$ cat src/rtl/prg_pkg.sv
// Shared constants for the 4-bit teaching CPU execute stage:
// data width, memory map and ALU result-select codes.
package prg_pkg;

    localparam int DW = 4;

    localparam logic [3:0] P_MEM   = 4'hC;
    localparam logic [3:0] P_IOIN  = 4'hD;
    localparam logic [3:0] P_IOOUT = 4'hE;

    localparam logic [3:0] ALU_IM  = 4'h0;
    localparam logic [3:0] ALU_MEM = 4'h1;
    localparam logic [3:0] ALU_IN  = 4'h2;
    localparam logic [3:0] ALU_R0  = 4'h3;
    localparam logic [3:0] ALU_R1  = 4'h4;
    localparam logic [3:0] ALU_AIM = 4'h5;
    localparam logic [3:0] ALU_BIM = 4'h6;
    localparam logic [3:0] ALU_AB  = 4'h7;
    localparam logic [3:0] ALU_SUB = 4'h8;

endpackage

$ cat src/rtl/prg_alu.sv
// Combinational result/carry generator for the execute stage.
// Arithmetic is done 5 bits wide so bit 4 is the carry or borrow.
module prg_alu
    import prg_pkg::*;
(
    input  logic [3:0]    alu_sel,
    input  logic [DW-1:0] r0,
    input  logic [DW-1:0] r1,
    input  logic [DW-1:0] im,
    input  logic [DW-1:0] rdata,
    input  logic [DW-1:0] in_port,
    output logic [DW-1:0] res,
    output logic          co
);

    logic [DW:0] sum;

    always_comb begin
        sum = '0;
        case (alu_sel)
            ALU_IM:  sum = {1'b0, im};
            ALU_MEM: sum = {1'b0, rdata};
            ALU_IN:  sum = {1'b0, in_port};
            ALU_R0:  sum = {1'b0, r0};
            ALU_R1:  sum = {1'b0, r1};
            ALU_AIM: sum = {1'b0, r0} + {1'b0, im};
            ALU_BIM: sum = {1'b0, r1} + {1'b0, im};
            ALU_AB:  sum = {1'b0, r0} + {1'b0, r1};
            // wraps to 1xxxx exactly when r0 < r1
            ALU_SUB: sum = {1'b0, r0} - {1'b0, r1};
            default: sum = '0;
        endcase
        res = sum[DW-1:0];
        co  = sum[DW];
    end

endmodule

$ cat src/rtl/prg_exec.sv
// Execute stage: R0, R1, CARRY, user memory and output port.
// Define PRG_EXEC_MMIO_EN to map IN_PORT/OUT_PORT into the address space.
module prg_exec
    import prg_pkg::*;
#(
    parameter logic [3:0] P_MEM   = 4'hC,
    parameter logic [3:0] P_IOIN  = 4'hD,
    parameter logic [3:0] P_IOOUT = 4'hE
) (
    input  logic          CLK,
    input  logic          RST,
    input  logic          EN,
    input  logic [7:0]    MC_CODE,
    input  logic          R0_LD,
    input  logic          R1_LD,
    input  logic          MEMW_LD,
    input  logic          MEMR_LD,
    input  logic          OUT_LD,
    input  logic          CARRY_LD,
    input  logic [3:0]    ALU_SEL,
    input  logic [3:0]    MEM_A,
    input  logic [DW-1:0] IN_PORT,
    output logic [DW-1:0] R0_REG,
    output logic [DW-1:0] R1_REG,
    output logic          CARRY,
    output logic [DW-1:0] OUT_PORT
);

    logic [DW-1:0] r0_q, r0_d;
    logic [DW-1:0] r1_q, r1_d;
    logic [DW-1:0] out_q, out_d;
    logic          carry_q, carry_d;
    logic [DW-1:0] mem_q [0:P_MEM];
    logic [DW-1:0] mem_d [0:P_MEM];

    logic [DW-1:0] rdata;
    logic [DW-1:0] res;
    logic          co;

    // read-select is implied by ALU_SEL; upper opcode bits belong to the decoder
    logic unused_ok;
    assign unused_ok = ^{MEMR_LD, MC_CODE[7:4], P_IOIN, P_IOOUT};

    always_comb begin
        rdata = '0;
        if (MEM_A <= P_MEM) begin
            rdata = mem_q[MEM_A];
        end
`ifdef PRG_EXEC_MMIO_EN
        else if (MEM_A == P_IOIN) begin
            rdata = IN_PORT;
        end
`endif
    end

    prg_alu u_alu (
        .alu_sel (ALU_SEL),
        .r0      (r0_q),
        .r1      (r1_q),
        .im      (MC_CODE[3:0]),
        .rdata   (rdata),
        .in_port (IN_PORT),
        .res     (res),
        .co      (co)
    );

    always_comb begin
        r0_d    = r0_q;
        r1_d    = r1_q;
        out_d   = out_q;
        carry_d = carry_q;
        mem_d   = mem_q;
        if (EN) begin
            if (R0_LD)    r0_d    = res;
            if (R1_LD)    r1_d    = res;
            if (OUT_LD)   out_d   = res;
            if (CARRY_LD) carry_d = co;
            if (MEMW_LD && (MEM_A <= P_MEM)) begin
                mem_d[MEM_A] = res;
            end
`ifdef PRG_EXEC_MMIO_EN
            if (MEMW_LD && (MEM_A == P_IOOUT)) begin
                out_d = res;
            end
`endif
        end
    end

    always_ff @(posedge CLK) begin
        if (RST) begin
            r0_q    <= '0;
            r1_q    <= '0;
            out_q   <= '0;
            carry_q <= 1'b0;
            mem_q   <= '{default: '0};
        end else begin
            r0_q    <= r0_d;
            r1_q    <= r1_d;
            out_q   <= out_d;
            carry_q <= carry_d;
            mem_q   <= mem_d;
        end
    end

    assign R0_REG   = r0_q;
    assign R1_REG   = r1_q;
    assign CARRY    = carry_q;
    assign OUT_PORT = out_q;

endmodule

$ cat config.mk
export PLATFORM = sky130hd
export DESIGN_NAME = prg_exec
export DESIGN_NICKNAME = d
export VERILOG_FILES = /design/src/rtl/prg_pkg.sv /design/src/rtl/prg_alu.sv /design/src/rtl/prg_exec.sv
export SDC_FILE = /design/constraint.sdc
export NUM_CORES = 1
export LEC_CHECK = 0
export ABC_AREA = 1
export ABC_CLOCK_PERIOD_IN_PS = 6500
export BUFFER_PORTS_ARGS = -buffer_cell sky130_fd_sc_hd__buf_2
export CAP_MARGIN = 20
export CORE_MARGIN = 1
export CORE_UTILIZATION = 30
export DETAILED_ROUTE_END_ITERATION = 12
export PLACE_DENSITY = 0.57
export SLEW_MARGIN = 20
export SYNTH_ARGS = -nofsm -noshare
export SYNTH_HDL_FRONTEND = slang
export SYNTH_SLANG_ARGS = --single-unit
$ cat constraint.sdc
create_clock -name CLK -period 6.5 [get_ports CLK]
set_clock_uncertainty 0.2 [all_clocks]
set_input_delay 0.65 -clock CLK [delete_from_list [all_inputs] [get_ports CLK]]
set_output_delay 0.65 -clock CLK [all_outputs]
set_load 0.01 [all_outputs]
# Word-level counts from Yosys, hierarchy flattened
# Cells that the tools add are included.
[totals] regBits=65 inputBits=29
[op_classes] n_addsub=4 magnitude_cmp=3 eq_ne=8 mux=8 bitwise=1 reduce_logical=8
[op_table] op="bitwise mux 52 bit" count=1
[op_table] op="one-hot mux 5 bit (9 select lines)" count=1
[op_table] op="binary-select mux 4 bit (select 4 bit)" count=1
[op_table] op="demux 4 bit (select 4 bit)" count=1
[op_table] op="== test 4 x 3 -> 1 bit, second input constant" count=4
[op_table] op="two-way mux 4 bit" count=4
[op_table] op="adder 4 x 4 -> 5 bit" count=3
[op_table] op="AND reduction 2 bit" count=5
[op_table] op="== test 4 x 2 -> 1 bit, second input constant" count=2
[op_table] op="greater-or-equal comparator 5 bit, second input constant" count=1
[op_table] op="less-than comparator 5 x 1 -> 1 bit, second input constant" count=1
[op_table] op="inverter 4 -> 5 bit" count=1
[op_table] op="subtractor 4 x 4 -> 5 bit" count=1
[op_table] op="== test 4 x 1 -> 1 bit, second input constant" count=1
[op_table] op="== test 4 bit, second input constant" count=1
[op_table] op="less-or-equal comparator 4 bit, second input constant" count=1
[op_table] op="zero test 4 bit" count=1
[op_table] op="logical AND 1 bit" count=2

# Depth between registers and ports, before layout
# Gate-level depths: netlist of run 1.
[logic_depth] depth_word=7 ltp_mapped=17 ltp_nobuf=17

# Cells and area by module
# From an unflattened synthesis of run 1, not the netlist that was laid out.
[hier_totals] hier_cells=681 area_unflattened_um2=4149.0
[modules_own_cells] mod="prg_exec" n_inst=1 cells_each=536 area_per_inst_um2=3319.4
[modules_own_cells] mod="prg_alu" n_inst=1 cells_each=145 area_per_inst_um2=829.5

# Worst setup path before layout of run 1
# Ideal clock, no wire load.
[synth_path] path_kind="input-to-reg" start="input port ALU_SEL[3]" end="register mem_q[10] (netlist name)" t_arrival_ns=2.590 path_slack_ns=3.601 path_stages=16 path_buffers=1 cell_sequence="inv_1 -> nand2_2 -> nor2_1 -> nor2_1 -> o21ai_0 -> ha_1 -> fa_1 -> inv_1 -> or2_2 -> nand3_1 -> nand2_1 -> nor2_2 -> buf_6 -> nand3_2 -> nand2_1 -> inv_1"
[synth_via] elab_chain_len=3 word_cells_on_any_way=11 classes_between="eq/ne: 8; mux: 2; reduce/logical: 1"
[synth_lines] item="start: declaration" line_no="prg_exec.sv:20" source="input logic [3:0] ALU_SEL,"
[synth_lines] item="== test 4 bit, or another cell as far along" line_no="prg_alu.sv:20" source="case (alu_sel)"
[synth_lines] item="one-hot mux 5 bit (9 select lines) *" line_no="prg_alu.sv:20"
[synth_lines] item="bitwise mux 52 bit *" line_no="prg_exec.sv:79" source="mem_d[MEM_A] = res;"
[synth_lines] item="end signal: assignment" line_no="prg_exec.sv:101" source="mem_q <= mem_d;"
[synth_lines] item="end: declaration" line_no="prg_exec.sv:33" source="logic [DW-1:0] mem_q [0:P_MEM];"
# Every way passes the cells marked *; elsewhere a longest branch is shown, timed or not.
# A chain may end at the register's enable or synchronous reset.

# Worst setup path after layout of run 1
[layout_path] start="register r1_q[1] (netlist: R1_REG[1])" end="register mem_q[42] (netlist name)"
[layout_via] elab_chain_len=3 word_cells_on_any_way=5 classes_between="add/sub: 3; mux: 2"
[layout_lines] item="start: declaration" line_no="prg_exec.sv:30" source="logic [DW-1:0] r1_q, r1_d;"
[layout_lines] item="start signal: assignment" line_no="prg_exec.sv:98" source="r1_q <= r1_d;"
[layout_lines] item="subtractor 4 x 4 -> 5 bit, or another cell as far along" line_no="prg_alu.sv:30" source="ALU_SUB: sum = {1'b0, r0} - {1'b0, r1};"
[layout_lines] item="one-hot mux 5 bit (9 select lines) *" line_no="prg_alu.sv:20"
[layout_lines] item="bitwise mux 52 bit *" line_no="prg_exec.sv:79"
# Marks and branches as above.

==> flow_summary_export.csv, run 1 <==
group,metric,value,unit
placement,gp_congestion,0.8815,
setup_path,cp_slowest_cell,"nor2_2",
drt,wl_per_cell,12.15,um
setup_path,crit_path_start_kind,"flop",
global_routing,grt_usage,16.31,%
drt,wirelength,11270,um
placement,place.port_buffers,36,
sta,finalMaxSlewViolations,0,
setup_path,end_kind,"flop",
cells_and_area,n_fill_cell,1596,
clock_network,clock_path_buffers,2,
sta,rsz0062_at_grt,"false",
setup_path,cp_cell_sequence,"inv_1 > ha_1 > or2_2 > nand3_1 > o21ai_0 > a21oi_1 > ha_1 > or2_2 > nand3_1 > nand2_1 > nor2_2 > nand3_1 > nand2_1 > inv_1",
power_and_ir_drop,power_frac_seq,39.2,%
clock_network,clkLatencyLatePin,0.33,ns
power_and_ir_drop,combPwrFrac,13.5,%
drt,top_signal_layer_used,"met4",
sta,whs,0.2773,ns
floorplan,start_util,31.09,%
synthesis,synth-seq-area-share,29.92,%
setup_path,r2r_start,"R1_REG[1]$_SDFFE_PP0P_",
synthesis,ys_top_cells_by_area,"dfxtp_1 30%, nand2_1 19%, inv_1 12%",
synthesis,synth_common_cells,"223 x nand2_1, 144 x inv_1, 68 x nand3_1, 68 x nor2_1, 65 x dfxtp_1",
setup_path,crit_required,6.53,ns
drt,drtIter0Drc,226,
global_routing,antenna_found_initial,0,
flow_run,drv_cap,0,
clock_network,cts_resized,0,
synthesis,synthMuxAreaShare,0,%
setup_path,critPathLaunch,"R1_REG[1]$_SDFFE_PP0P_",
min_path,min_path_type,"reg2reg",
cells_and_area,nets,783,
min_path,hp-start,"CARRY$_SDFFE_PP0P_",
cells_and_area,layoutNonFillerInstCount,927,
power_and_ir_drop,max-vdd-ir-drop,0.0001270,V
placement,dp_hpwl,7628,um
clock_network,htree_levels,3,
synthesis,yosys.area_share.adder,3.797,%
clock_network,cts_buffers,9,
placement,place_inst,911,
floorplan,rows,43,
power_and_ir_drop,swShare,26.45,%
sta,period_share,54.96,%
sta,setup_tns,0,ns
global_routing,grt_pass1_vias,3935,
synthesis,ys_seq_elements,65,
synthesis,yosys_warnings,0,
global_routing,grt_max_degree,66,
sta,min_period,3.572,ns
synthesis,ys_types,31,
power_and_ir_drop,leakage,2.533,nW
global_routing,grt_remaining_overflow,0,
clock_network,cts_tree,"done",
setup_path,crit_path_frequent_cell,"nand3_1",
drt,vias,4207,
clock_network,postCtsSetupBuffers,0,
outcome,status,"finished clean",
setup_path,arrival,3.61,ns
cells_and_area,stdcell_area,4898,um2
clock_network,clock-sinks,65,
setup_path,worst_path_largest_cell_delay,0.83,ns
synthesis,synth_compound_area_share,10.59,%
cells_and_area,syn_to_final_growth,12.63,%
sta,finalHoldViolations,0,
setup_path,worstSetupPathType,"reg2reg",
placement,place_area,4589,um2
power_and_ir_drop,powerDensity,216.4,nW/um2
synthesis,synth_top_family_by_area,"simple AND/OR/NAND/NOR gates",
synthesis,syn-cell-area,4349,um2
cells_and_area,drive_gt1_share,11.24,%
synthesis,netlist.area_leader.share,29.92,%
clock_network,clockRootBuffer,"clkbuf_16",
synthesis,netlist_instances,716,
synthesis,syn-mean-instance-area,6.074,um2
sta,relSlewSlack,28.84,%
floorplan,dieArea,14980,um2
synthesis,synth_edf_count,0,
sta,setup_violations,0,
drt,via_per_inst,4.538,
synthesis,synth_nets,757,
synthesis,async_flop_share,0,%
synthesis,ys.flop_type,"dfxtp_1",
drt,postRouteAntennaNets,0,
synthesis,yosysMostFrequentCell,"nand2_1",
power_and_ir_drop,internal_power,0.7796,mW
drt,first_pass_iters,5,
floorplan,dieHeight,122.4,um
cells_and_area,fin_util,35.02,%
synthesis,yosys.area_share.simple,38.46,%
drt,drc,0,
drt,wl_met3,477,um
clock_network,ctsHoldBuffers,0,
drt,drt-met1-wl,5425,um
setup_path,worst-path-max-fanout,16,
sta,tightestPinTransition,1.066,ns
global_routing,grt_first_pass_wirelength,19070,um
floorplan,io_pins,42,
synthesis,synth-xor-area-share,0.4028,%
clock_network,cts.reportedPaths.clkPinSlew,0.05,ns
cells_and_area,num_antenna_cells,0,
synthesis,synth_largest_area_cell,"dfxtp_1",
floorplan,die_w,122.4,um
power_and_ir_drop,p_clk_share,47.2,%
drt,wl_met2,5157,um
sta,fmax,279.9,MHz
power_and_ir_drop,power_switching,0.2804,mW
floorplan,core,13990,um2
cell families after synthesis:
logic type / after synthesis
AND/OR/NAND/NOR: 386
buffers and inverters: 171
AO/OA/AOI/OAI: 80
flip-flops: 65
adder cells (fa/ha/maj): 12
XOR/XNOR: 2
sequential cells by signal, summed over array words and instances (netlist names):
signal and cells:
CARRY 1, OUT_PORT 4, R1_REG 4, R0_REG 4
mem_q 52
worst paths after layout:
check,endpoint,slack [ns],cells after the start
worst max-delay path,mem_q[42]$_SDFFE_PP0P_,2.93,14
worst min-delay path,CARRY$_SDFFE_PP0P_,0.28,2
worst max register to register,mem_q[42]$_SDFFE_PP0P_,2.93,14
worst min register to register,CARRY$_SDFFE_PP0P_,0.28,2
routing by layer:
| layer | vias up | track usage [%] |
|---|---|---|
| met2 | 84 | 26.44 |
| met1 | 1870 | 21.08 |
| met5 | - | 0 |
| li1 | 2234 | - |
| met3 | 19 | 3.485 |
| met4 | 0 | 6.174 |
cell type report:
class / count / area, um2 / share of cell area, %
clock buffer: 14 / 274.0 / 5.594
clock inverter: 2 / 35.03 / 0.7152
inverter: 149 / 559.3 / 11.42
multi-input combinational: 480 / 2316 / 47.28
sequential: 65 / 1301 / 26.56
tap: 180 / 225.2 / 4.598
timing repair buffer: 37 / 187.7 / 3.831
per-stage QoR:
step	setup slack (ns)	total power, mW
after global placement	2.651	0.5672
after floorplan	3.601	0.5292
final	2.928	1.060
after global routing	2.635	1.112
after detailed placement	2.648	0.5675
after CTS	2.901	1.072
cell usage in the layout (no fill, tap or decap), drive strengths merged, types with 2 or more instances in the layout:
| cell | n |
|---|---|
| a21oi | 52 |
| buf | 37 |
| clkbuf | 14 |
| clkinv | 2 |
| dfxtp | 65 |
| fa | 2 |
| ha | 10 |
| inv | 148 |
| nand2 | 225 |
| nand3 | 79 |
| nor2 | 74 |
| nor3 | 5 |
| o211ai | 3 |
| o21ai | 24 |
| or2 | 2 |
power groups by stage:
stage / logic (mW) / clock network (mW) / registers [mW]
after floorplan: 0.105 / 0 / 0.425
after detailed placement: 0.143 / 0 / 0.424
final: 0.144 / 0.501 / 0.416
after global placement: 0.143 / 0 / 0.424
after global routing: 0.164 / 0.531 / 0.417
after CTS: 0.144 / 0.512 / 0.416
worst max-delay path, delay by kind of cell (launching register included):
kind	cells	cell delay (ns)
simple gates	8	1.93
fa+ha+maj	2	0.49
flops	1	0.46
compound gates	2	0.22
buf+inv	2	0.16
No activity file was read; power rests on OpenSTA's default activity.
==> run 2, diff against run 1 <==
--- a/config.mk
+++ b/config.mk
@@ -6,7 +6,7 @@
 export NUM_CORES = 1
 export LEC_CHECK = 0
 export ABC_AREA = 1
-export ABC_CLOCK_PERIOD_IN_PS = 6500
+export ABC_CLOCK_PERIOD_IN_PS = 3600
 export BUFFER_PORTS_ARGS = -buffer_cell sky130_fd_sc_hd__buf_2
 export CAP_MARGIN = 20
 export CORE_MARGIN = 1
==> constraint.sdc (replaced) <==
create_clock -name CLK -period 3.6 [get_ports CLK]
set_clock_uncertainty 0.2 [all_clocks]
set_input_delay 0.36 -clock CLK [delete_from_list [all_inputs] [get_ports CLK]]
set_output_delay 0.36 -clock CLK [all_outputs]
set_load 0.01 [all_outputs]
==> run 2 against run 1 <==
Total power increased by 83%. Worst setup slack got worse by 2.5 ns. Combinational power increased by 83%. Final cell count increased by 0.32%. First-iteration DRC count increased by 15%. Sequential share of layout area decreased by 0.16 points. Cell area increased by 0.61%. Critical path depth increased by 1. Via count decreased by 0.71%. Register-to-register slack got worse by 2.5 ns. Largest cell class unchanged. Largest power group unchanged.
==> flow_summary_export.csv, run 2 (synthesis results as in run 1) <==
group,metric,value,unit
clock_network,cts_buffers,9,
sta,period_share,86.80,%
sta,fmax,320.0,MHz
global_routing,grt_usage,16.28,%
clock_network,clockRootBuffer,"clkbuf_16",
setup_path,r2r_start,"R1_REG[1]$_SDFFE_PP0P_",
flow_run,drv_cap,0,
power_and_ir_drop,max-vdd-ir-drop,0.0002276,V
floorplan,start_util,31.09,%
placement,pre_cts_ws,0.4356,ns
clock_network,cts_tree,"done",
power_and_ir_drop,leakage,2.544,nW
setup_path,arrival,3.17,ns
power_and_ir_drop,power_switching,0.5293,mW
cells_and_area,fin_util,35.23,%
power_and_ir_drop,powerDensity,393.4,nW/um2
setup_path,worstSetupEndpoint,"mem_q[23]$_SDFFE_PP0P_",
drt,via_per_inst,4.491,
setup_path,worst-path-max-fanout,16,
sta,finalMaxSlewViolations,0,
cells_and_area,top_register,"mem_q",
outcome,status,"finished clean",
cells_and_area,nets,786,
clock_network,ctsHoldBuffers,0,
setup_path,crit_path_start_kind,"flop",
drt,wirelength,11340,um
floorplan,die_w,122.4,um
cells_and_area,num_antenna_cells,0,
global_routing,grt_max_degree,37,
setup_path,end_kind,"flop",
drt,vias,4177,
global_routing,grt_pass1_vias,3934,
floorplan,rows,43,
floorplan,io_pins,42,
sta,finalHoldViolations,0,
cells_and_area,stdcell_area,4928,um2
sta,setup_tns,0,ns
cells_and_area,largest_register_ffs,52,
power_and_ir_drop,internal_power,1.410,mW
placement,gp_congestion,0.8687,
global_routing,antenna_found_initial,0,
power_and_ir_drop,p_total,1.939,mW
clock_network,clock-sinks,65,
clock_network,htree_levels,3,
floorplan,dieHeight,122.4,um
setup_path,critPathLaunch,"R1_REG[1]$_SDFFE_PP0P_",
clock_network,cts_resized,0,
global_routing,grt_first_pass_wirelength,18980,um
power_and_ir_drop,p_clk_share,47.7,%
clock_network,postCtsSetupBuffers,0,
drt,postRouteAntennaNets,0,
clock_network,clkLatencyLatePin,0.34,ns
cells_and_area,final_cell_mix,"223 x nand2_1, 144 x inv_1, 68 x nor2_1, 68 x nand3_1, 65 x dfxtp_1",
setup_path,worstSetupPathType,"reg2reg",
sta,layout_setup_ws,0.4752,ns
clock_network,clock_path_buffers,2,
sta,rsz0062_at_grt,"false",
drt,wl_per_cell,12.19,um
global_routing,grt_remaining_overflow,0,
min_path,min_path_type,"in2reg",
setup_path,crit_required,3.64,ns
cells_and_area,syn_to_final_growth,13.32,%
cells_and_area,final_common_cell,"nand2_1",
sta,tightestPinTransition,0.6946,ns
power_and_ir_drop,power_frac_seq,38.7,%
placement,place_inst,914,
floorplan,dieArea,14980,um2
floorplan,core,13990,um2
placement,dp_hpwl,7827,um
power_and_ir_drop,swShare,27.30,%
cells_and_area,drive_gt1_share,11.87,%
setup_path,r2r_setup_slack,0.48,ns
drt,drc,0,
power_and_ir_drop,combPwrFrac,13.6,%
drt,first_pass_iters,5,
placement,place.port_buffers,36,
clock_network,cts.reportedPaths.clkPinSlew,0.06,ns
sta,relSlewSlack,53.69,%
placement,place_area,4612,um2
drt,drtIter0Drc,260,
sta,setup_violations,0,
sta,min_period,3.125,ns
cells_and_area,layoutNonFillerInstCount,930,
setup_path,r2r-end,"mem_q[23]$_SDFFE_PP0P_",
setup_path,r2r_cells,15,
sta,whs,0.1048,ns
[run 2: worst min-delay path by stage]
stage                        from            endpoint  cells after the start
3_3_place_gp   CARRY$_SDFFE_PP0P_  CARRY$_SDFFE_PP0P_                      2
3_5_place_dp   CARRY$_SDFFE_PP0P_  CARRY$_SDFFE_PP0P_                      2
6_report                 CARRY_LD  CARRY$_SDFFE_PP0P_                      4
2_1_floorplan  CARRY$_SDFFE_PP0P_  CARRY$_SDFFE_PP0P_                      2
4_1_cts                  CARRY_LD  CARRY$_SDFFE_PP0P_                      4
5_1_grt                  CARRY_LD  CARRY$_SDFFE_PP0P_                      4
[run 2: power groups by stage]
stage | clock [mW] | sequential (mW) | combinational [mW]
6_report | 0.926 | 0.750 | 0.263
5_1_grt | 0.977 | 0.752 | 0.300
4_1_cts | 0.940 | 0.750 | 0.265
3_5_place_dp | 0 | 0.766 | 0.263
3_3_place_gp | 0 | 0.766 | 0.262
2_1_floorplan | 0 | 0.767 | 0.189
[run 2: area by class of cell]
cell class	count	area (um2)
Clock inverter	4	50.05
Timing Repair Buffer	40	210.2
Tap cell	180	225.2
Sequential cell	65	1301
Fill cell	1580	9060
Clock buffer	12	266.5
Inverter	149	559.3
Multi-Input combinational cell	480	2316
[run 2: per-layer routing]
metal	global-route usage [%]	vias to the layer above	wire, um
li1	-	2233	-
met5	0	-	0
met2	26.65	69	5177
met4	6.707	0	193
met1	21.18	1862	5545
met3	2.556	13	419
[run 2: critical path: stages (launching register included)]
cell,delay (ns)
dfxtp_1,0.46
inv_1,0.13
ha_1,0.21
or2_2,0.29
nand3_1,0.07
o21ai_0,0.07
a21oi_1,0.14
ha_1,0.29
a21oi_1,0.12
o21ai_0,0.12
nor2_1,0.11
nor2_1,0.09
nor2_4,0.44
nand3_1,0.15
nand2_1,0.10
inv_1,0.04
==> run 3, diff against run 2 <==
--- a/config.mk
+++ b/config.mk
@@ -16,4 +16,6 @@
 export SLEW_MARGIN = 20
 export SYNTH_ARGS = -nofsm -noshare
 export SYNTH_HDL_FRONTEND = slang
+export SYNTH_HIERARCHICAL = 1
 export SYNTH_SLANG_ARGS = --single-unit
+export TNS_END_PERCENT = 50
==> run 3 against run 2 <==
Synthesized area is 4.6% lower. Routed wire length is 5.6% lower. Utilization is 0.70 points higher. Critical path type unchanged. Synthesized cell count is 4.9% lower.
==> flow_summary_export.csv, run 3 <==
group,metric,value,unit
outcome,status,"finished clean",
synthesis,synth-seq-area-share,31.36,%
cells_and_area,drive_gt1_share,14.21,%
clock_network,cts_tree,"done",
power_and_ir_drop,power_frac_seq,37.6,%
sta,setup_violations,0,
synthesis,syn-mean-instance-area,6.092,um2
sta,min_period,2.960,ns
drt,drc,0,
floorplan,dieArea,14300,um2
sta,tightestPinTransition,0.7593,ns
clock_network,postCtsSetupBuffers,0,
flow_run,drv_cap,0,
setup_path,end_kind,"flop",
floorplan,rows,42,
setup_path,crit_required,3.66,ns
global_routing,grt_pass1_vias,3726,
power_and_ir_drop,internal_power,1.462,mW
drt,via_per_inst,4.389,
min_path,min_path_type,"in2reg",
cells_and_area,top_register,"mem_q",
setup_path,worst-path-max-fanout,14,
setup_path,crit_path_start_kind,"flop",
power_and_ir_drop,swShare,26.42,%
global_routing,antenna_found_initial,0,
floorplan,die_w,119.6,um
power_and_ir_drop,max-vdd-ir-drop,0.0002041,V
clock_network,cts.reportedPaths.clkPinSlew,0.05,ns
global_routing,grt_usage,16.28,%
power_and_ir_drop,power_switching,0.5250,mW
power_and_ir_drop,p_clk_share,48.7,%
cells_and_area,final_cell_mix,"262 x nand2_1, 91 x nor2_1, 74 x inv_1, 65 x dfxtp_1, 41 x nand3_1",
placement,gp_congestion,0.8318,
synthesis,yosys_warnings,6,
synthesis,ys_seq_elements,65,
clock_network,htree_levels,3,
floorplan,start_util,31.08,%
synthesis,ys.flop_type,"dfxtp_1",
floorplan,dieHeight,119.6,um
setup_path,r2r_cells,15,
cells_and_area,nets,754,
synthesis,synth_nets,722,
clock_network,ctsHoldBuffers,0,
clock_network,clkLatencyLatePin,0.33,ns
global_routing,grt_first_pass_wirelength,18390,um
drt,wl_per_cell,11.97,um
sta,fmax,337.9,MHz
clock_network,clockRootBuffer,"clkbuf_16",
power_and_ir_drop,powerDensity,414.3,nW/um2
setup_path,cp_slowest_cell,"dfxtp_1",
sta,setup_tns,0,ns
setup_path,crit_path_frequent_cell,"nand3_1",
drt,wirelength,10700,um
clock_network,cts_resized,0,
cells_and_area,syn_to_final_growth,15.59,%
global_routing,grt_max_degree,29,
synthesis,synth_common_cells,"262 x nand2_1, 91 x nor2_1, 74 x inv_1",
synthesis,yosysMostFrequentCell,"nand2_1",
drt,drtIter0Drc,240,
sta,rsz0062_at_grt,"false",
clock_network,clock-sinks,65,
synthesis,syn-cell-area,4149,um2
sta,relSlewSlack,49.33,%
global_routing,grt_remaining_overflow,0,
setup_path,cp_cell_sequence,"inv_1 > ha_1 > or2_2 > nand3_1 > o21ai_0 > a31oi_1 > ha_1 > a21oi_1 > nand2_1 > xor2_1 > nand2_1 > nand3_1 > buf_4 > nand3_1 > a21oi_1",
cells_and_area,final_common_cell,"nand2_1",
sta,finalMaxSlewViolations,0,
clock_network,clock_path_buffers,2,
synthesis,ys_top_cells_by_area,"dfxtp_1 31%, nand2_1 24%, nor2_1 8.2%",
min_path,hold_depth,4,
synthesis,ys_types,31,
power_and_ir_drop,leakage,2.546,nW
setup_path,worst_path_largest_cell_delay,0.38,ns
setup_path,arrival,3.02,ns
drt,postRouteAntennaNets,0,
power_and_ir_drop,combPwrFrac,13.7,%
synthesis,async_flop_share,0,%
synthesis,synth_largest_area_cell,"dfxtp_1",
clock_network,cts_buffers,9,
cells_and_area,num_antenna_cells,0,
setup_path,worstSetupPathType,"reg2reg",
cells_and_area,largest_register_ffs,52,
sta,finalHoldViolations,0,
synthesis,netlist.area_leader.share,31.36,%
drt,first_pass_iters,5,
synthesis,netlist_instances,681,
placement,place.port_buffers,36,
drt,vias,3924,
floorplan,core,13350,um2
synthesis,synth_edf_count,0,
placement,dp_hpwl,7562,um
sta,period_share,82.21,%
floorplan,io_pins,42,
sta,layout_setup_ws,0.6404,ns
placement,pre_cts_ws,0.5979,ns
-- run 3: cell count changes in the layout (fill, tap and decap cells not counted), sizes merged, moves of 3 or more --
cell,change
buf,+3
nor3,-5
inv,-65
nand3,-37
nand2,+53
nand4,+3
nor2,+30
a21oi,-14
o21ai,-5
-- run 3: logic make-up after synthesis --
kind of cell | count (synthesis) | share of synthesized area, %
AND/OR/NAND/NOR | 433 | 45.36
buffers and inverters | 107 | 11.04
XOR/XNOR | 2 | 0.4223
AO/OA/AOI/OAI | 62 | 7.841
adder cells (fa/ha/maj) | 12 | 3.981
flip-flops | 65 | 31.36
-- run 3: per-layer routing --
layer / global-route usage (%) / up-vias / part of all wire, %
met4: 5.000 / 0 / 1.3
met2: 25.76 / 67 / 43
met5: 0 / - / 0
met1: 22.07 / 1703 / 51
met3: 3.422 / 11 / 4.5
li1: - / 2143 / -
-- run 3: layout make-up --
class                           instances  area (um2)
Fill cell                            1507        8552
Multi-Input combinational cell        509        2390
Sequential cell                        65        1301
Inverter                               85       320.3
Clock buffer                           12       256.5
Timing Repair Buffer                   43       232.7
Tap cell                              176       220.2
Clock inverter                          4       75.07
-- run 3: worst paths after layout --
check | startpoint | end | slack [ns]
setup / recovery | R1_REG[0]$_SDFFE_PP0P_ | mem_q[19]$_SDFFE_PP0P_ | 0.64
setup reg to reg | R1_REG[0]$_SDFFE_PP0P_ | mem_q[19]$_SDFFE_PP0P_ | 0.64
hold reg to reg | CARRY$_SDFFE_PP0P_ | CARRY$_SDFFE_PP0P_ | 0.26
hold / removal | CARRY_LD | CARRY$_SDFFE_PP0P_ | 0.11
-- run 3: worst max-delay path: cells and delay by family (launching register included) --
kind,cells,cell delay [ns]
AO/OA/AOI/OAI,4,0.57
XOR/XNOR,1,0.14
adder cells (fa/ha/maj),2,0.53
buffers and inverters,2,0.37
flip-flops,1,0.38
AND/OR/NAND/NOR,6,0.69
-- run 3: power groups by stage --
stage                     clock network [mW]  registers, mW  logic, mW
after floorplan                            0          0.764      0.182
after global placement                     0          0.762      0.274
after global routing                    1.01          0.748      0.307
after detailed placement                   0          0.762      0.274
final                                  0.968          0.746      0.272
after CTS                              0.980          0.747      0.274
-- run 3: metrics by stage --
stage	std cells	power, mW	area, um2	utilization [%]	hold slack [ns]
after floorplan	681	0.9451	4149	-	0.2409
after global placement	878	1.036	4464	33.45	0.2509
final	894	1.987	4796	35.93	0.1098
after CTS	894	2.001	4796	35.93	0.1046
after detailed placement	878	1.036	4464	33.45	0.2526
after global routing	894	2.069	4796	35.93	0.1299
